File: src/rtl/dmem_bridge.sv
`default_nettype none
// dmem_bridge: multi-cycle load/store bridge between the hart dmem port and a ready/valid memory.
// Optional abort counter enabled by DMEM_BRIDGE_TIMEOUT_EN. Revision: 1.0
module dmem_bridge #(
    parameter int TIMEOUT_CYCLES = 255
) (
    input  logic        i_clk,
    input  logic        i_rst,
    input  logic [31:0] i_req_addr,
    input  logic        i_req_ren,
    input  logic        i_req_wen,
    input  logic [1:0]  i_req_size,
    input  logic        i_req_unsigned,
    input  logic [31:0] i_req_wdata,
    output logic        o_stall,
    output logic        o_done,
    output logic        o_fault,
    output logic [31:0] o_rdata,
    output logic [31:0] o_mem_addr,
    output logic        o_mem_ren,
    output logic        o_mem_wen,
    output logic [31:0] o_mem_wdata,
    output logic [3:0]  o_mem_mask,
    input  logic        i_mem_ready,
    input  logic        i_mem_valid,
    input  logic [31:0] i_mem_rdata
);
    typedef enum logic [1:0] {
        ST_IDLE = 2'd0,
        ST_REQ  = 2'd1,
        ST_WAIT = 2'd2,
        ST_DONE = 2'd3
    } state_t;

    state_t      state, state_nxt;
    logic [31:0] addr_q, wdata_q, rdata_q;
    logic [1:0]  size_q;
    logic        uns_q, store_q;
    logic [3:0]  mask_q;

    logic        req_any, illegal, abort, timeout_hit, fault_q;
    logic [3:0]  mask_new;
    logic [31:0] wdata_new, rshift, rext;

    assign req_any   = i_req_ren | i_req_wen;
    assign wdata_new = i_req_wdata << {i_req_addr[1:0], 3'b000};
    assign rshift    = i_mem_rdata >> {addr_q[1:0], 3'b000};
    assign o_rdata   = rdata_q;

    always_comb begin
        illegal  = 1'b0;
        mask_new = 4'b1111;
        if (i_req_ren && i_req_wen)                   illegal = 1'b1;
        if (i_req_size == 2'b11)                      illegal = 1'b1;
        if (i_req_size == 2'b01 && i_req_addr[0])     illegal = 1'b1;
        if (i_req_size == 2'b10 && |i_req_addr[1:0])  illegal = 1'b1;
        case (i_req_size)
            2'b00:   mask_new = 4'b0001 << i_req_addr[1:0];
            2'b01:   mask_new = 4'b0011 << i_req_addr[1:0];
            default: mask_new = 4'b1111;
        endcase
    end

    always_comb begin
        case (size_q)
            2'b00:   rext = uns_q ? {24'b0, rshift[7:0]}  : {{24{rshift[7]}}, rshift[7:0]};
            2'b01:   rext = uns_q ? {16'b0, rshift[15:0]} : {{16{rshift[15]}}, rshift[15:0]};
            default: rext = rshift;
        endcase
    end

    always_comb begin
        state_nxt   = state;
        abort       = 1'b0;
        o_stall     = 1'b0;
        o_done      = 1'b0;
        o_fault     = 1'b0;
        o_mem_ren   = 1'b0;
        o_mem_wen   = 1'b0;
        o_mem_addr  = 32'b0;
        o_mem_mask  = 4'b0;
        o_mem_wdata = 32'b0;
        case (state)
            ST_IDLE: begin
                // Gated by reset so every output reads zero while reset is held.
                if (req_any && !i_rst) begin
                    if (illegal) begin
                        o_fault = 1'b1;
                    end else begin
                        o_stall   = 1'b1;
                        state_nxt = ST_REQ;
                    end
                end
            end
            ST_REQ: begin
                o_stall     = 1'b1;
                o_mem_addr  = {addr_q[31:2], 2'b00};
                o_mem_mask  = mask_q;
                o_mem_wdata = wdata_q;
                o_mem_ren   = !store_q;
                o_mem_wen   = store_q;
                if (i_mem_ready) begin
                    state_nxt = store_q ? ST_DONE : ST_WAIT;
                end
                if (timeout_hit && !(i_mem_ready && store_q)) begin
                    state_nxt = ST_DONE;
                    abort     = 1'b1;
                end
            end
            ST_WAIT: begin
                o_stall = 1'b1;
                if (i_mem_valid) begin
                    state_nxt = ST_DONE;
                end else if (timeout_hit) begin
                    state_nxt = ST_DONE;
                    abort     = 1'b1;
                end
            end
            default: begin
                o_done    = 1'b1;
                o_fault   = fault_q;
                state_nxt = ST_IDLE;
            end
        endcase
    end

    always_ff @(posedge i_clk or posedge i_rst) begin
        if (i_rst) begin
            state   <= ST_IDLE;
            addr_q  <= 32'b0;
            size_q  <= 2'b0;
            uns_q   <= 1'b0;
            store_q <= 1'b0;
            wdata_q <= 32'b0;
            mask_q  <= 4'b0;
            rdata_q <= 32'b0;
        end else begin
            state <= state_nxt;
            if (state == ST_IDLE && state_nxt == ST_REQ) begin
                addr_q  <= i_req_addr;
                size_q  <= i_req_size;
                uns_q   <= i_req_unsigned;
                store_q <= i_req_wen;
                wdata_q <= wdata_new;
                mask_q  <= mask_new;
            end
            if (abort) begin
                rdata_q <= 32'b0;
            end else if (state == ST_REQ && i_mem_ready && store_q) begin
                rdata_q <= 32'b0;
            end else if (state == ST_WAIT && i_mem_valid) begin
                rdata_q <= rext;
            end
        end
    end

`ifdef DMEM_BRIDGE_TIMEOUT_EN
    logic [7:0] to_cnt;

    always_ff @(posedge i_clk or posedge i_rst) begin
        if (i_rst) begin
            to_cnt  <= 8'b0;
            fault_q <= 1'b0;
        end else begin
            if (state == ST_IDLE) begin
                to_cnt <= 8'b0;
            end else if (state == ST_REQ || state == ST_WAIT) begin
                to_cnt <= to_cnt + 8'd1;
            end
            if (state_nxt == ST_DONE) begin
                fault_q <= abort;
            end
        end
    end

    assign timeout_hit = (to_cnt == 8'(TIMEOUT_CYCLES - 1));
`else
    logic unused_timeout_cfg;

    assign unused_timeout_cfg = ^8'(TIMEOUT_CYCLES);
    assign timeout_hit        = 1'b0;
    assign fault_q            = 1'b0;
`endif

endmodule
`default_nettype wire

File: config.mk
export PLATFORM = sky130hd
export DESIGN_NAME = dmem_bridge
export DESIGN_NICKNAME = d
export VERILOG_FILES = /design/src/rtl/dmem_bridge.sv
export SDC_FILE = /design/constraint.sdc
export NUM_CORES = 1
export LEC_CHECK = 0
export BUFFER_PORTS_ARGS = -buffer_cell sky130_fd_sc_hd__buf_2
export CORE_MARGIN = 4
export CORE_UTILIZATION = 51
export DETAILED_ROUTE_END_ITERATION = 12
export PLACE_DENSITY = 0.83
export SYNTH_ARGS = -nofsm -noshare
export SYNTH_HDL_FRONTEND = slang
export SYNTH_SLANG_ARGS = --single-unit
export TNS_END_PERCENT = 1
File: constraint.sdc
create_clock -name i_clk -period 4.1 [get_ports i_clk]
set_clock_uncertainty 0.15 [all_clocks]
set_input_delay 0.41 -clock i_clk [delete_from_list [all_inputs] [get_ports i_clk]]
set_output_delay 0.41 -clock i_clk [all_outputs]
set_load 0.01 [all_outputs]
# Word level (Yosys, flattened, before mapping)
# Index checks and enable logic that the tools add are counted.
# op_classes
shifts	4
reduce_logical	17
n_eq_ne	7
bitwise_logic	1
mux	28
# op_table
op	count
32-bit 2-to-1 mux	6
32-bit one-hot mux with 2 select lines	1
32-bit by 5-bit << shifter with 32-bit output	1
32-bit by 5-bit >> shifter with 32-bit output	1
1-bit 2-to-1 mux	13
2-bit by 1-bit equality test with 1-bit output, second input constant	4
1-bit logical AND	8
2-bit 2-to-1 mux	4
4-bit one-hot mux with 2 select lines	1
2-bit equality test, second input constant	3
2-bit zero test	3
2-bit one-hot mux with 3 select lines	1
4-bit 2-to-1 mux	1
2-bit OR reduction	2
1-bit by 2-bit << shifter with 4-bit output, first input constant	1
2-bit by 2-bit << shifter with 4-bit output, first input constant	1
3-bit OR reduction	1
1-bit zero test	2
1-bit one-hot mux with 2 select lines	1
2-bit nonzero test	1
1-bit bitwise OR	1
# totals
word_cells	65
inputBits	105
ff_bits	106
output_inout_bits	105

# Logic depth before layout (Yosys ltp)
# logic_depth
ltp_word	10
depth_mapped	10
mapped_depth_nobuf	7

# Worst setup path before layout
# Ideal clock, no wire load.
# synth_path
path_type	input port to flip-flop
from	input port i_rst
to	register addr_q[0]
setup_ns	0.125
t_required_ns	3.825
arrival_ns	4.570
stages	7
n_path_buf	2
slack_ns	-0.745
cell_sequence	inv_1 o211ai_1 o221a_1 or4_4 buf_6 buf_12 mux2_4
# synth_between
elab_chain_len	6
# synth_rtl
item	line	source
start: declaration	8	input logic i_rst,
1-bit zero test (no source line)	n/a	
1-bit logical AND	86	if (req_any && !i_rst) begin
2-bit 2-to-1 mux	86	
2-bit one-hot mux with 3 select lines	83	case (state)
2-bit by 1-bit equality test with 1-bit output	139	if (state == ST_IDLE && state_nxt == ST_REQ) begin
1-bit logical AND	139	
end signal: assignment	140	addr_q <= i_req_addr;
end: declaration	36	logic [31:0] addr_q, wdata_q, rdata_q;
# Every way passes these cells.
# A chain may end at the register's enable or synchronous reset.

# Worst setup path in the final report
# layout_path
from	register state[1]
to	register uns_q
# layout_between
elab_chain_len	5
elab_cells_between_ends	10
cone_classes	eq/ne (3); mux (5); reduce/logical (2)
# layout_rtl
item	line	source
start: declaration	35	state_t state, state_nxt;
start signal: assignment	138	state <= state_nxt;
2-bit 2-to-1 mux	87	if (illegal) begin
2-bit 2-to-1 mux	86	
2-bit one-hot mux with 3 select lines	83	
2-bit by 1-bit equality test with 1-bit output	139	
1-bit logical AND *	139	
end signal: assignment	142	uns_q <= i_req_unsigned;
end: declaration	38	logic uns_q, store_q;
# Every way passes the cells marked *; elsewhere a longest branch is shown, timed or not.

==> metrics <==
Final Hold Vio Count=0; Pleak=3.97 nW; antenna violations before repair=0; Tmin final=3320 ps; final instance area=7270 µm²; max cap viols=0; cell count after synthesis=528; Seq/Total Area, Yosys=0.447; Worst R2R Setup Slack=780 ps; Slew Viols, Final=0; FF-to-FF Start=state[1]; maximum clock frequency=301 MHz; Post-Syn Area=5930 µm²; TritonRoute pass-1 iters=4; unrepaired setup endpoints after global routing=false; die height=116 µm; EDFF count, synth=0; Yosys top cell area share=0.447; layout cells sized above 1=0.433; WL met3=1010 µm; post-synthesis register bit count=106; post_cts resized=0; drc violations=0; fraction of registers with async set or reset after synthesis=1.00; clk_lat worst skew=330 ps; DR top layer=met4; Via-to-Cell Ratio=5.42; CTS tree=built; largest net degree at the start of global routing=70; buffer count from post-CTS setup fixing=0; CP arrival=3400 ps; crit end category=register; Reg-to-Reg End=uns_q; Critical Path Slowest Stage Cell=or4_4; CP Class=reg -> reg; crit-path max cell delay=820 ps; count leader, synth=dfrtp_1; Reg2Reg Depth=8; crit-path cells=inv_1 > ha_2 > nand3_1 > a21boi_2 > o221a_1 > or4_4 > buf_12 > mux2_4; Setup violations, final=0; Combinational Power Share=0.459; nature of the critical path startpoint=register; Hold Crit Class=in -> async; Initial Utilization=0.520; TNS Setup=0 ps; gr ovfl total=0; CTS Root Cell=clkbuf_16; Final nets=824; io pins=210; Avg Cell Area, Syn=11.2 µm²; Hold WS=95.0 ps; Post-DP Area=6960 µm²; relative slew slack=0.299; Cell variety after synth=43; ANT cells=0; clock share of power=0.181; first-pass GRT wire length=23500 µm; Core Box Area=11400 µm²; Crit path required time=4170 ps; total track usage=0.221; maximum vdd ir drop=0.372 mV; Met1 Wirelength=6360 µm; post-detail-place hpwl=11100 µm; routability cong.=0.895; CTS sink cnt=106; met2 wire len=7330 µm; vias in the first global route=4701; WL per Instance=17.5 µm; total number of vias=4675; H-tree levels=3; die area=13400 µm²; fin util=0.637; Synth Flop Type=dfrtp_1; Sw Pwr=1.72 mW; initial DRC count=366; Antenna Nets Post-Route=0; top post-synthesis cells by area=dfrtp_1 45%, mux2_4 15%, and2_1 7.1%; sequential power share=0.360; status=completed; IO Port Bufs=207; cell taking the most area after synthesis=dfrtp_1; Post-synth top cells=106 x dfrtp_1, 67 x and2_1, 61 x mux2_4; Int Power=3.23 mW; CTS clk-pin slew, worst paths=70 ps; # rows=39; clock buffer depth=2; Sw Ratio=0.348; hold buffers post-CTS=0; fin crit share=0.811; synth warn=0; worst-path fanout max=37; die width=116 µm; Power Density=681 nW/µm²; TritonCTS Buffers=9; worst setup path startpoint=state[1]; pin slew with the least headroom to its limit=1050 ps; drt total wl=15100 µm; P&R area growth vs syn=22.5%
## cells in the final DEF, fill, tap and decap left out, types with 2 or more instances in the layout
cell type / instances
buf_2: 207
dfrtp_1: 106
and2_1: 67
mux2_4: 61
nand2_1: 43
mux2i_1: 40
o21ai_0: 30
a21oi_1: 25
nor2_1: 23
a221o_1: 16
nor2b_1: 14
inv_1: 12
mux2_2: 10
a211oi_1: 9
clkbuf_16: 9
buf_4: 8
nand3_1: 3
ha_1: 3
clkinvlp_4: 2
o21ai_1: 2
conb_1: 2
clkbuf_8: 2
inv_6: 2
## logic make-up (layout without fill, tap and decap cells)
group	after synthesis	after routing	synth area share
adders and majority gates	4	4	0.00843
xor gates and xnor gates	1	1	0.00148
buffers and inverters	54	245	0.0563
other	1	2	0.000632
and+or+nand+nor	157	157	0.139
muxes	112	112	0.245
DFF	106	106	0.447
AOI/OAI and AO/OA	93	93	0.102
## state kept, by name, indices dropped and copies added, names as in the netlist
| name | cells |
|---|---|
| wdata_q | 32 |
| state | 2 |
| addr_q | 32 |
| size_q | 2 |
| uns_q | 1 |
| mask_q | 4 |
| store_q | 1 |
| o_rdata | 32 |
## area by class of cell
| type | count | area, µm² |
|---|---|---|
| well taps | 143 | 179 |
| clock inverters | 5 | 60.1 |
| flip-flops and latches | 106 | 2650 |
| clock buffers | 11 | 253 |
| multi-input cells | 369 | 2960 |
| fillers | 908 | 4150 |
| inverters | 13 | 52.6 |
| repair buffers | 216 | 1120 |
## metal layers
layer | global-route usage | up-vias
met2 | 0.362 | 202
li1 | - | 2191
met3 | 0.0355 | 30
met5 | 0 | -
met4 | 0.0812 | 0
met1 | 0.296 | 2252
## worst max path at each step
stage	slack (ps)	cells past startpoint	end
4_1_cts	780	8	uns_q
3_3_place_gp	910	8	addr_q[24]
3_5_place_dp	790	8	addr_q[29]
6_report	780	8	uns_q
2_1_floorplan	420	7	addr_q[0]
5_1_grt	570	8	uns_q
## power by group through the flow
| stage | Combinational [mW] | Clock, mW | Sequential [mW] |
|---|---|---|---|
| 2_1_floorplan | 1.70 | 0 | 1.76 |
| 3_3_place_gp | 2.21 | 0 | 1.77 |
| 3_5_place_dp | 2.28 | 0 | 1.78 |
| 4_1_cts | 2.28 | 0.908 | 1.78 |
| 5_1_grt | 2.46 | 0.953 | 1.84 |
| 6_report | 2.27 | 0.896 | 1.78 |
## stage by stage
stage          power (mW)  worst slack, ps  instances
3_3_place_gp         3.98              912        847
6_report             4.95              776        863
5_1_grt              5.26              566        863
2_1_floorplan        3.45              417        529
4_1_cts              4.97              785        863
3_5_place_dp         4.06              788        847
## worst max-delay path: cells and delay by family, from the launching register on
kind,cells,cell delay (ps)
AO/OA/AOI/OAI,2,350
adder cells (fa/ha/maj),1,440
buffers and inverters,2,440
flip-flops,1,420
multiplexers,1,320
AND/OR/NAND/NOR,2,1030
Note: power is estimated with default switching activity, not from simulation.
